<file path="config.mk">
export PLATFORM = sky130hd
export DESIGN_NAME = regfile_writeback
export DESIGN_NICKNAME = d
export VERILOG_FILES = /design/src/rtl/cpu_types_pkg.sv /design/src/rtl/wb_scoreboard.sv /design/src/rtl/regfile_writeback.sv
export SDC_FILE = /design/constraint.sdc
export NUM_CORES = 1
export LEC_CHECK = 0
export ABC_AREA = 1
export CAP_MARGIN = 20
export CORE_UTILIZATION = 35
export DETAILED_ROUTE_END_ITERATION = 7
export GPL_TIMING_DRIVEN = 0
export PLACE_DENSITY = 0.68
export SYNTH_ARGS = -nofsm -noshare
export SYNTH_HDL_FRONTEND = slang
export SYNTH_SLANG_ARGS = --single-unit
</file>
<file path="constraint.sdc">
create_clock -name CLK -period 2 [get_ports CLK]
set_clock_uncertainty 0.2 [all_clocks]
set_input_delay 0.6 -clock CLK [delete_from_list [all_inputs] [get_ports CLK]]
set_output_delay 0.6 -clock CLK [all_outputs]
set_load 0.05 [all_outputs]
</file>
<file path="src/rtl/cpu_types_pkg.sv">
// rtl/cpu_types_pkg.sv - shared CPU datapath types
package cpu_types_pkg;
  typedef logic [31:0] word_t;
  typedef logic [4:0]  regbits_t;

  typedef enum logic [1:0] {
    IDLE,
    WAIT_LOAD,
    WRITE
  } wb_state_t;
endpackage

</file>
<file path="src/rtl/wb_scoreboard.sv">
// rtl/wb_scoreboard.sv - pending register-write vector for decode hazard checks
module wb_scoreboard
  import cpu_types_pkg::*;
(
  input  logic        CLK,
  input  logic        nRST,
  input  logic        set_en,
  input  regbits_t    set_idx,
  input  logic        clr_en,
  input  regbits_t    clr_idx,
  output logic [31:0] pending
);

  logic [31:0] pending_q;
  logic [31:0] pending_d;

  // Set is applied after clear so a newer producer to the same register stays outstanding.
  always_comb begin
    pending_d = pending_q;
    if (clr_en) begin
      pending_d[clr_idx] = 1'b0;
    end
    if (set_en && (set_idx != '0)) begin
      pending_d[set_idx] = 1'b1;
    end
    pending_d[0] = 1'b0;
  end

  always_ff @(posedge CLK or negedge nRST) begin
    if (!nRST) begin
      pending_q <= '0;
    end else begin
      pending_q <= pending_d;
    end
  end

  assign pending = pending_q;

endmodule

</file>
<file path="src/rtl/regfile_writeback.sv">
// rtl/regfile_writeback.sv - writeback FSM driving the register file write port
module regfile_writeback
  import cpu_types_pkg::*;
#(
  parameter int MAX_WAIT = 64,
  parameter int CNT_W    = 7
) (
  input  logic        CLK,
  input  logic        nRST,
  input  logic        mem_valid,
  output logic        mem_ready,
  input  logic        mem_regwrite,
  input  logic        mem_memtoreg,
  input  logic [4:0]  mem_wsel,
  input  logic [31:0] mem_result,
  input  logic        dhit,
  input  logic [31:0] dmemload,
  input  logic        issue_valid,
  input  logic [4:0]  issue_wsel,
  output logic        rf_WEN,
  output logic [4:0]  rf_wsel,
  output logic [31:0] rf_wdat,
  output logic [31:0] pending,
  output logic        load_timeout
);

  localparam logic [CNT_W-1:0] MAX_CNT = CNT_W'(MAX_WAIT);

  wb_state_t         state_q, state_d;
  logic              rf_wen_q, rf_wen_d;
  regbits_t          rf_wsel_q, rf_wsel_d;
  word_t             rf_wdat_q, rf_wdat_d;
  logic [CNT_W-1:0]  cnt_q, cnt_d;
  logic              load_timeout_q, load_timeout_d;
  logic              accept;

  assign mem_ready = (state_q == IDLE) || (state_q == WRITE);
  assign accept    = mem_valid && mem_ready;

  always_comb begin
    state_d   = state_q;
    rf_wen_d  = 1'b0;
    rf_wsel_d = rf_wsel_q;
    rf_wdat_d = rf_wdat_q;
    cnt_d     = cnt_q;
    case (state_q)
      IDLE, WRITE: begin
        state_d = IDLE;
        if (accept && mem_regwrite) begin
          rf_wsel_d = mem_wsel;
          if (mem_memtoreg) begin
            state_d = WAIT_LOAD;
            cnt_d   = '0;
          end else begin
            state_d   = WRITE;
            rf_wdat_d = mem_result;
            rf_wen_d  = (mem_wsel != '0);
          end
        end
      end
      WAIT_LOAD: begin
        if (dhit) begin
          state_d   = WRITE;
          rf_wdat_d = dmemload;
          rf_wen_d  = (rf_wsel_q != '0);
        end else if (cnt_q != MAX_CNT) begin
          cnt_d = cnt_q + CNT_W'(1);
        end
      end
      default: state_d = IDLE;
    endcase
    // The counter only saturates inside a load wait, so this flag is sticky until reset.
    load_timeout_d = load_timeout_q || (cnt_d == MAX_CNT);
  end

  always_ff @(posedge CLK or negedge nRST) begin
    if (!nRST) begin
      state_q        <= IDLE;
      rf_wen_q       <= 1'b0;
      rf_wsel_q      <= '0;
      rf_wdat_q      <= '0;
      cnt_q          <= '0;
      load_timeout_q <= 1'b0;
    end else begin
      state_q        <= state_d;
      rf_wen_q       <= rf_wen_d;
      rf_wsel_q      <= rf_wsel_d;
      rf_wdat_q      <= rf_wdat_d;
      cnt_q          <= cnt_d;
      load_timeout_q <= load_timeout_d;
    end
  end

  wb_scoreboard u_scoreboard (
    .CLK     (CLK),
    .nRST    (nRST),
    .set_en  (issue_valid),
    .set_idx (issue_wsel),
    .clr_en  (state_q == WRITE),
    .clr_idx (rf_wsel_q),
    .pending (pending)
  );

  assign rf_WEN       = rf_wen_q;
  assign rf_wsel      = rf_wsel_q;
  assign rf_wdat      = rf_wdat_q;
  assign load_timeout = load_timeout_q;

endmodule

</file>
=== Yosys cells after proc, flatten, opt, wreduce, memory -nomap -nowiden ===
Cells that the tools add are included.
Widths: inputs -> output; s select.

* Flip-flop bits (word level): 79
* Input port bits: 81
* Output and inout bits: 72

* $add $sub $neg: 1
* Magnitude comparators: 4
* Equality and inequality tests: 7
* Multiplexer cells: 23
* Bitwise logic cells: 3
* Reduce and logical (&&, ||, !) cells: 15

{| class="wikitable"
|+ Operator list
! kind !! number
|-
| $mux 32 || 5
|-
| $pmux 32 s2 || 1
|-
| $and 32x32->32 || 1
|-
| $not 32->32 || 1
|-
| $or 32x32->32 || 1
|-
| $mux 7 || 4
|-
| $reduce_bool 5->1 || 3
|-
| $pmux 7 s2 || 1
|-
| $lt 5x6->1 const B || 2
|-
| $demux 1 s5 || 2
|-
| $ge 5x1->1 const B || 2
|-
| $add 7x1->7 const B || 1
|-
| $eq 7x7->1 const B || 1
|-
| $ne 7x7->1 const B || 1
|-
| $mux 2 || 3
|-
| $ne 2x2->1 const B || 3
|-
| $logic_and 1x1->1 || 5
|-
| $mux 1 || 5
|-
| $pmux 2 s2 || 1
|-
| $reduce_and 4->1 || 1
|-
| $eq 2x1->1 const B || 1
|-
| $eq 2x2->1 const B || 1
|-
| $logic_not 2->1 || 1
|-
| $logic_or 1x1->1 || 2
|-
| 4 further kinds || 4
|}

=== Logic depth before layout (Yosys ltp) ===
Gate-level depths: netlist (run 1).

* Word-level depth: 9
* Gate-level depth with buffers: 12
* Depth with buffers taken out: 12

=== Hierarchy ===
Synthesis (run 1) repeated with hierarchy kept, for this count alone.

* Cells, all modules: 469
* Area total of the unflattened synthesis: 3,945.0 um^2

{| class="wikitable"
|+ Modules (own cells, without submodules)
! module !! times used !! cells each !! area each (um^2) !! seq. area each (um^2)
|-
| regfile_writeback || 1 || 300 || 2,538.7 || 1,201.2
|-
| wb_scoreboard || 1 || 169 || 1,406.3 || 775.7
|}

=== Worst setup path after synthesis (run 1) ===
No wires, ideal clock.

* Path type: flip-flop to flip-flop
* Start point: register state_q[0]
* End point: register rf_wdat_q[10], in the netlist rf_wdat[10]
* Library setup time: 0.130 ns
* Arrival: 1.379 ns
* Data required time: 1.670 ns
* Path slack: 0.291 ns
* Cell stages (with the launch flop): 8
* Buffers on the path: 2
* Cells stage by stage: dfrtp_1 > inv_2 > nand3_2 > or2_1 > nand2_2 > buf_6 > buf_4 > a31oi_2

* Word-level cells in the longest chain between the ends: 6
* Elaborated cells on any way between the ends: 13

{| class="wikitable"
|+ Ends and longest elaborated chain
! what !! line !! text
|-
| start: declaration || regfile_writeback.sv:29 || <nowiki>wb_state_t state_q, state_d;</nowiki>
|-
| start signal: assignment || regfile_writeback.sv:85 || <nowiki>state_q <= state_d;</nowiki>
|-
| $eq 2x2->1 / $logic_not 2->1 (equally long branches) || regfile_writeback.sv:37 || <nowiki>assign mem_ready = (state_q == IDLE) || (state_q == WRITE);</nowiki>
|-
| $logic_or 1x1->1 (*) || regfile_writeback.sv:37 ||
|-
| named net mem_ready || regfile_writeback.sv:11 || <nowiki>output logic mem_ready,</nowiki>
|-
| $logic_and 1x1->1 (*) || regfile_writeback.sv:38 || <nowiki>assign accept = mem_valid && mem_ready;</nowiki>
|-
| $logic_and 1x1->1 (*) || regfile_writeback.sv:49 || <nowiki>if (accept && mem_regwrite) begin</nowiki>
|-
| $ne 2x2->1 (no line) (*) || - ||
|-
| $reduce_and 4->1 (no line) (*) || - ||
|-
| end signal: assignment || regfile_writeback.sv:88 || <nowiki>rf_wdat_q <= rf_wdat_d;</nowiki>
|-
| end: declaration || regfile_writeback.sv:32 || <nowiki>word_t rf_wdat_q, rf_wdat_d;</nowiki>
|}

Mark *: on every way through the listed nets, which the timed path passes. The rest lies on a longest branch.
A chain may end at the register's enable or synchronous reset.

=== Worst setup path after layout (run 1) ===
* Start point: register rf_wsel_q[3], in the netlist rf_wsel[3]
* End point: output rf_wsel[3]

{| class="wikitable"
|+ RTL lines
! what !! line !! text
|-
| start: declaration || regfile_writeback.sv:31 || <nowiki>regbits_t rf_wsel_q, rf_wsel_d;</nowiki>
|-
| start signal: assignment || regfile_writeback.sv:87 || <nowiki>rf_wsel_q <= rf_wsel_d;</nowiki>
|-
| end: declaration || regfile_writeback.sv:21 || <nowiki>output logic [4:0] rf_wsel,</nowiki>
|}

No word-level cell between the ends.

==> results of run 1 <==
[kinds of logic (layout without fill, tap and decap cells)]
group,count (synthesis),in the layout,synth area share
compound gates,106,106,0.185
flops,79,79,0.538
other cells,1,1,0.00102
buf+inv,44,215,0.0582
fa+ha+maj,2,2,0.00681
simple gates,187,187,0.211
[synthesized netlist by cell type]
library cell	instances
o21ai_0	68
nand3_1	34
clkbuf_1	4
nor2_1	45
a31oi_2	17
nand3b_1	1
a31oi_1	15
nand2_2	1
dfrtp_1	79
nand4_1	3
or2_1	1
nor3b_1	1
buf_4	3
a21oi_1	5
conb_1	1
nand2_1	97
nor2_2	1
buf_6	4
ha_1	2
nor3_1	2
nand3_2	1
buf_2	6
o22ai_1	1
inv_2	1
inv_1	26
[state kept, by name (all words and copies together), names as in the netlist]
signal / flops
rf_wsel: 5
state_q: 2
cnt_q: 7
u_scoreboard.pending: 31
load_timeout: 1
rf_WEN: 1
rf_wdat: 32
[area by class of cell]
class                           count  area share
Timing Repair Buffer              156       0.282
Inverter                           27      0.0178
Buffer                             17      0.0217
Clock inverter                      5      0.0186
Multi-Input combinational cell    296       0.261
Sequential cell                    79       0.346
Clock buffer                       10      0.0224
Tap cell                          136      0.0298
[layer usage]
| metal | vias to the layer above | global-route usage |
|---|---|---|
| met2 | 153 | 0.331 |
| met3 | 19 | 0.0476 |
| li1 | 1745 | - |
| met1 | 1677 | 0.240 |
| met5 | - | 0 |
| met4 | 0 | 0.0918 |
[power by group through the flow]
stage               Sequential, mW  Combinational (mW)  Clock, mW
floorplan                     3.52               0.579          0
detailed placement            2.25                3.00          0
global placement              2.24                2.96          0
finish                        2.23                2.88       1.39
global route                  2.28                3.04       1.50
CTS                           2.23                2.89       1.42
[worst paths after layout]
path | from | end | slack [ns] | depth (start not counted)
setup reg to reg | state_q[0] | u_scoreboard.pending[7] | 0.23 | 4
min in group asynchronous | nRST | u_scoreboard.pending[23] | 0.54 | 2
setup / recovery | rf_wsel[3] | rf_wsel[3] | 0.05 | 1
max in group asynchronous | nRST | state_q[1] | 0.47 | 3
hold / removal | load_timeout | load_timeout | 0.30 | 2
hold reg to reg | load_timeout | load_timeout | 0.30 | 2
[repair_timing]
item                       4_1_cts  5_1_grt
gates resized for setup        216       17
hold endpoints to repair        14        0
setup endpoints to repair       71       19
setup buffers                    0        2
gates cloned                     0        1
hold buffers                     1        0
pin swaps                        0        2
[through the flow]
stage,setup TNS [ns],utilization,worst slack [ns]
after floorplan,0,-,0.291
after global placement,-213.90,0.523,-2.59
after detailed placement,-10.70,0.526,-0.334
after CTS,0,0.555,0.000175
after global routing,-0.0280,0.558,-0.0264
final,0,0.558,0.0529
==> results.txt, run 1 <==
Final #Nets: 669
H-tree levels: 3
Fmax: 514 MHz
Starting Density: 0.359
Time the worst path needs with I/O delays and setup: 1.95 ns
Area after DPL: 0.00538 mm^2
Largest net degree at the start of global routing: 47
Data arrival, critical path: 1.15 ns
Switching part of the total power: 0.428
Ys Warns: 0
DP Wirelength: 7880 um
Critical path class: register to output port
Unrepaired setup endpoints after global routing: yes
P_leak: 2.41 nW
Area Overhead vs Synth: 55.3%
1st-iter DRT viols: 156
Post-route DRC: 0
Crit-path max cell delay: 0.48 ns
Delay-heaviest family, CP: flip-flops
Top layer in use: met4
Layout cells sized above 1: 0.217
Fin cells: 726
Worst min-delay path category: register to register
Internal power: 3.71 mW
Cell area power density: 1140 mW/mm^2
Crit start category: register
Sequential cell area: 0.00198 mm^2
Mapped cell area: 0.00367 mm^2
Site Rows: 37
Die Area: 0.0109 mm^2
CTS tree: done
Vias in the first global route: 3607
Commonest non-fill, non-tap cells in the layout: 96 x nand2_1, 79 x dfrtp_1, 78 x clkdlybuf4s50_1
Slowest cell on the critical path: dfrtp_1
Post-route ant nets: 0
Critical path cell sequence: buf_2
Die Width: 104 um
Yosys reg bits: 79
CTS Buffer Depth: 2
Antenna cells: 0
Clk sinks: 79
Sequential cell fraction of total power: 0.343
First-pass GRT wire length: 17100 um
Routed wl met2: 5090 um
Seq/Total Area, Yosys: 0.538
Routability cong.: 0.826
Clock power share: 0.214
Syn_nets: 502
Peak supply drop: 0.595 mV
Worst Path Required: 1.20 ns
Initial antenna violation count: 0
Met3 Wirelength: 722 um
Unique masters post-synth: 25
Final Cell Area: 0.00571 mm^2
IO Pins: 153
Max FO, Critical Path: 7
Bufs and invs on worst path: 1
Die H: 104 um
Drt wl/cell: 14.3 um
Final critical-path share of the clock period: 0.974
Wl on met1: 4340 um
Most common cell after layout, fill and taps aside: nand2_1
Via count: 3594
Wirelength, routed: 10400 um
Fillcell total: 958
Vias/cell: 4.95
Area of the multi-input gates: 0.00149 mm^2
Final Setup Violations: 0
Detailed Routing Iterations Pass 1: 4
Fin. Hold Viols: 0
Status: completed
Top cells by area, synth: dfrtp_1 54%, nand2_1 9.9%, o21ai_0 9.3%, a31oi_2 5.8%, nand3_1 4.6%
Top-area cell type share of the netlist area: 0.538
Combinational share of power: 0.443
Post-Syn Instances: 419
Clock Root Buffer: clkbuf_8
Design Power: 6.49 mW
CTS clk-pin slew, worst paths: 0.07 ns
CTS Buf Count: 9
Skew-Pair Late Insertion Delay: 0.34 ns
Cell accounting for the most synthesized area: dfrtp_1
Worst setup EP type: output port
Switch Pwr: 2.78 mW
Post-Syn Area per Cell: 8.77 um^2
Core region area: 0.0102 mm^2
Max-slew violation total from the final report: 0
Placed instance count: 707
Hold WS: 0.298 ns
GRT overflow: 0
Max-cap viol count: 0
Port bufs: 151
GRT Overall Usage: 0.198
Note: power is estimated with default switching activity, not from simulation.
==> run 2, diff against run 1 <==
- CTS_BUF_LIST: not set -> sky130_fd_sc_hd__clkbuf_8
==> run 2 against run 1 <==
Effect of this change: maximum frequency barely moved; register-to-register slack about the same; utilization unchanged; sequential share of layout area is the same; clock-buffer cell count fell by 1; flip-flop and latch count did not move; total power decreased by 0.18%; die area stayed put; global-route usage unchanged; worst setup slack better by 0.0018 ns; via count increased by 0.31%; largest cell class unchanged.
==> results.txt, run 2 (same netlist as run 1, synthesis figures left out) <==
Status: completed
Clock power share: 0.213
CTS Buf Count: 9
Combinational share of power: 0.444
First-pass GRT wire length: 17100 um
CTS Buffer Depth: 2
Post-route DRC: 0
Critical path cell sequence: clkdlybuf4s50_1, nand3_2, or2_4, nand2_2, buf_8, buf_6, nor2_1, a31oi_2
Max reg flops: 32
Area after DPL: 0.00538 mm^2
GRT Overall Usage: 0.198
Site Rows: 37
DP Wirelength: 7880 um
Max-cap viol count: 0
Port bufs: 151
Vias/cell: 4.97
Worst Path Required: 2.06 ns
Max-slew violation total from the final report: 0
Largest net degree at the start of global routing: 47
Worst min-delay path category: register to register
Slowest cell on the critical path: clkdlybuf4s50_1
Vias in the first global route: 3607
Switch Pwr: 2.77 mW
Clock Root Buffer: clkbuf_8
Wirelength, routed: 10300 um
Most common cell after layout, fill and taps aside: nand2_1
Drt wl/cell: 14.3 um
Cell area power density: 1140 mW/mm^2
Via count: 3605
Final Core Density: 0.558
Crit-path max cell delay: 0.50 ns
Fin. Hold Viols: 0
Setup WS post-layout: 0.0547 ns
Data arrival, critical path: 2.01 ns
P_leak: 2.41 nW
Critical path class: primary input to register
Layout cells sized above 1: 0.217
GRT overflow: 0
Hold WS: 0.298 ns
Final Cell Area: 0.00571 mm^2
CTS tree: done
1st-iter DRT viols: 157
Die H: 104 um
H-tree levels: 3
Internal power: 3.71 mW
IO Pins: 153
Die Area: 0.0109 mm^2
Starting Density: 0.359
Detailed Routing Iterations Pass 1: 4
Final #Nets: 669
Skew-Pair Late Insertion Delay: 0.34 ns
Routability cong.: 0.826
Area Overhead vs Synth: 55.3%
Post-route ant nets: 0
Unrepaired setup endpoints after global routing: yes
Initial antenna violation count: 0
Peak supply drop: 0.595 mV
Core region area: 0.0102 mm^2
Crit start category: primary input
Time the worst path needs with I/O delays and setup: 1.95 ns
Clk sinks: 79
Die Width: 104 um
CTS clk-pin slew, worst paths: 0.08 ns
Antenna cells: 0
Commonest non-fill, non-tap cells in the layout: 96 x nand2_1, 79 x dfrtp_1, 78 x clkdlybuf4s50_1
Final Setup Violations: 0
Final critical-path share of the clock period: 0.973
Pre-CTS WS: -0.334 ns
Fmax: 514 MHz
Sequential cell fraction of total power: 0.343
Worst setup EP type: register
Max FO, Critical Path: 10
Switching part of the total power: 0.428
run 2: cell types whose count changed in the layout (fill, tap and decap cells not counted), sizes merged:
cell    change
clkbuf      -1
inv         +1
run 2: layer usage:
layer	vias to the layer above	track usage	share of wire
met3	17	0.0476	0.069
met2	158	0.331	0.49
met5	-	0	0
li1	1745	-	-
met4	0	0.0918	0.021
met1	1685	0.240	0.42
run 2: worst paths after layout:
| path | from | end | slack, ns | depth (start not counted) |
|---|---|---|---|---|
| max in group asynchronous | nRST | state_q[1] | 0.47 | 3 |
| hold / removal | load_timeout | load_timeout | 0.30 | 2 |
| setup reg to reg | state_q[0] | u_scoreboard.pending[17] | 0.23 | 4 |
| setup / recovery | mem_regwrite | rf_wdat[13] | 0.05 | 8 |
| hold reg to reg | load_timeout | load_timeout | 0.30 | 2 |
| min in group asynchronous | nRST | u_scoreboard.pending[23] | 0.55 | 2 |
run 2: worst max-delay path: cells and delay by family:
| kind | cells | cell delay, ns |
|---|---|---|
| buffers and inverters | 3 | 0.77 |
| AND/OR/NAND/NOR | 4 | 0.50 |
| AO/OA/AOI/OAI | 1 | 0.14 |
run 2: layout make-up:
class | instances | area, um^2
Buffer | 17 | 124
Clock buffer | 9 | 124
Clock inverter | 6 | 110
Fill cell | 958 | 4530
Inverter | 27 | 101
Multi-Input combinational cell | 296 | 1490
Sequential cell | 79 | 1980
Tap cell | 136 | 170
Timing Repair Buffer | 156 | 1610
run 2: repair_timing:
action,in CTS,in global routing
gates resized for setup,216,17
setup endpoints to repair,71,19
hold buffers,1,0
endpoints found under the hold margin,17,0
pin swaps,0,2
buffers inserted,0,2
cloned,0,1
run 2: stage by stage:
step | total power, mW | TNS [ns] | std cells
6_report | 6.48 | 0 | 726
5_1_grt | 6.82 | -0.0280 | 726
4_1_cts | 6.53 | 0 | 723
3_5_place_dp | 5.25 | -10.70 | 707
3_3_place_gp | 5.20 | -213.90 | 706
2_1_floorplan | 4.10 | 0 | 419
run 2: power groups by stage:
| stage | Clock [mW] | Sequential (mW) | Combinational [mW] |
|---|---|---|---|
| after floorplan | 0 | 3.52 | 0.579 |
| after global placement | 0 | 2.24 | 2.96 |
| final | 1.38 | 2.23 | 2.88 |
| after detailed placement | 0 | 2.25 | 3.00 |
| after global routing | 1.49 | 2.28 | 3.04 |
| after CTS | 1.42 | 2.23 | 2.89 |
==> run 3, diff against run 2 <==
- SETUP_SLACK_MARGIN: not set -> 0.02
==> run 3 against run 2 <==
Effect of this change: non-clock buffer count is 2 lower; global-route usage is the same; via count increased by 0.55%; hold slack is essentially flat; clock-buffer cell count stayed put; register-to-register slack lost 0.02 ns; final cell count shrank 0.28%; flip-flop and latch count stayed put; sequential share of layout area about the same.
==> results.txt, run 3 (same netlist as run 1, synthesis figures left out) <==
Status: completed
Site Rows: 37
Time the worst path needs with I/O delays and setup: 1.94 ns
Sequential cell area: 0.00198 mm^2
Most common cell after layout, fill and taps aside: nand2_1
Combinational share of power: 0.444
Die Area: 0.0109 mm^2
Final critical-path share of the clock period: 0.970
Met1 Track Usage GR: 0.240
Max-cap viol count: 0
GRT busiest layer: met2
Data arrival, critical path: 1.14 ns
Critical path cell sequence: buf_2
Die Width: 104 um
IO Pins: 153
GRT overflow: 0
H-tree levels: 3
CTS Buffer Depth: 2
P_leak: 2.43 nW
Slowest cell on the critical path: dfrtp_1
Setup Total Neg Slack: 0 ns
Switch Pwr: 2.78 mW
Max FO, Critical Path: 7
Commonest non-fill, non-tap cells in the layout: 95 x nand2_1, 79 x dfrtp_1, 75 x clkdlybuf4s50_1
Met3 Usage GRT: 0.0476
GRT Overall Usage: 0.198
Critical path class: register to output port
Switching part of the total power: 0.428
Worst Path Required: 1.20 ns
Die H: 104 um
Crit start category: register
Fin. Hold Viols: 0
Area after DPL: 0.00538 mm^2
Drt wl/cell: 14.3 um
Via count: 3625
Antenna cells: 0
Vias in the first global route: 3607
Final #Nets: 667
Largest net degree at the start of global routing: 47
1st-iter DRT viols: 136
Bufs and invs on worst path: 1
Post-route DRC: 0
First-pass GRT wire length: 17100 um
Cell area power density: 1140 mW/mm^2
Worst min-delay path category: register to register
Port bufs: 151
Unrepaired setup endpoints after global routing: no
Met2 Usage GRT: 0.331
Routability cong.: 0.826
Post-route ant nets: 0
Fillcell total: 954
CTS tree: done
Worst setup EP type: output port
Layout cells sized above 1: 0.216
Detailed Routing Iterations Pass 1: 4
Fmax: 515 MHz
Delay-heaviest family, CP: flip-flops
Hold WS: 0.298 ns
Area of the multi-input gates: 0.00149 mm^2
Vias/cell: 5.01
Skew-Pair Late Insertion Delay: 0.34 ns
Max reg flops: 32
Crit-path max cell delay: 0.48 ns
Initial antenna violation count: 0
Clock power share: 0.213
Core region area: 0.0102 mm^2
Clk sinks: 79
CTS Buf Count: 9
Area Overhead vs Synth: 55.5%
DP Wirelength: 7880 um
Peak supply drop: 0.602 mV
Max-slew violation total from the final report: 0
Clock Root Buffer: clkbuf_8
Internal power: 3.72 mW
Wirelength, routed: 10300 um
Final Cell Area: 0.00571 mm^2
CTS clk-pin slew, worst paths: 0.07 ns
Final Setup Violations: 0
Sequential cell fraction of total power: 0.343
Starting Density: 0.359
## run 3: cell types whose count changed in the layout (fill, tap and decap cells not counted), sizes merged
cell / delta
clkbuf: -5
buf: -2
clkdlybuf4s50: -3
clkdlybuf4s15: +5
dlymetal6s2s: +3
## run 3: per-stage QoR
| stage | setup slack (ns) | cells | power [mW] | util |
|---|---|---|---|---|
| floorplan | 0.291 | 419 | 4.10 | - |
| global placement | -2.59 | 706 | 5.20 | 0.523 |
| detailed placement | -0.334 | 707 | 5.25 | 0.526 |
| CTS | 0.0249 | 723 | 6.54 | 0.556 |
| global route | 0.0213 | 724 | 6.82 | 0.558 |
| finish | 0.0598 | 724 | 6.49 | 0.558 |
## run 3: worst paths after layout
check	start	endpoint	slack (ns)	depth (start not counted)
min reg2reg	load_timeout	load_timeout	0.30	2
min in group asynchronous	nRST	u_scoreboard.pending[23]	0.55	2
max reg2reg	state_q[0]	u_scoreboard.pending[17]	0.21	4
min	load_timeout	load_timeout	0.30	2
max in group asynchronous	nRST	state_q[1]	0.47	3
max	rf_wsel[3]	rf_wsel[3]	0.06	1
## run 3: layout make-up
class / instances / share of cell area
Tap cell: 136 / 0.0298
Timing Repair Buffer: 154 / 0.283
Sequential cell: 79 / 0.346
Clock inverter: 6 / 0.0193
Multi-Input combinational cell: 296 / 0.261
Buffer: 17 / 0.0210
Clock buffer: 9 / 0.0217
Inverter: 27 / 0.0177
## run 3: power groups by stage
stage | combinational, mW | sequential, mW | clock, mW
CTS | 2.89 | 2.23 | 1.42
floorplan | 0.579 | 3.52 | 0
global route | 3.05 | 2.28 | 1.49
finish | 2.88 | 2.22 | 1.39
global placement | 2.96 | 2.24 | 0
detailed placement | 3.00 | 2.25 | 0
## run 3: timing repair
item                                   CTS  global route
gates resized for setup                221            16
setup endpoints to repair               71            22
setup buffers                            0             1
pin swaps                                0             3
hold buffers                             1             0
endpoints found under the hold margin   17             0
## run 3: per-layer routing
layer,routed length [um],up-vias,part of all wire
li1,-,1740,-
met1,4280,1703,0.41
met2,5030,156,0.49
met3,732,26,0.071
met4,292,0,0.028
met5,0,-,0
## run 3: tightest hold or removal path: cells and delay by family (launching register included)
kind	cells	cell delay (ns)
buf+inv	1	0.04
flops	1	0.37
simple gates	1	0.06
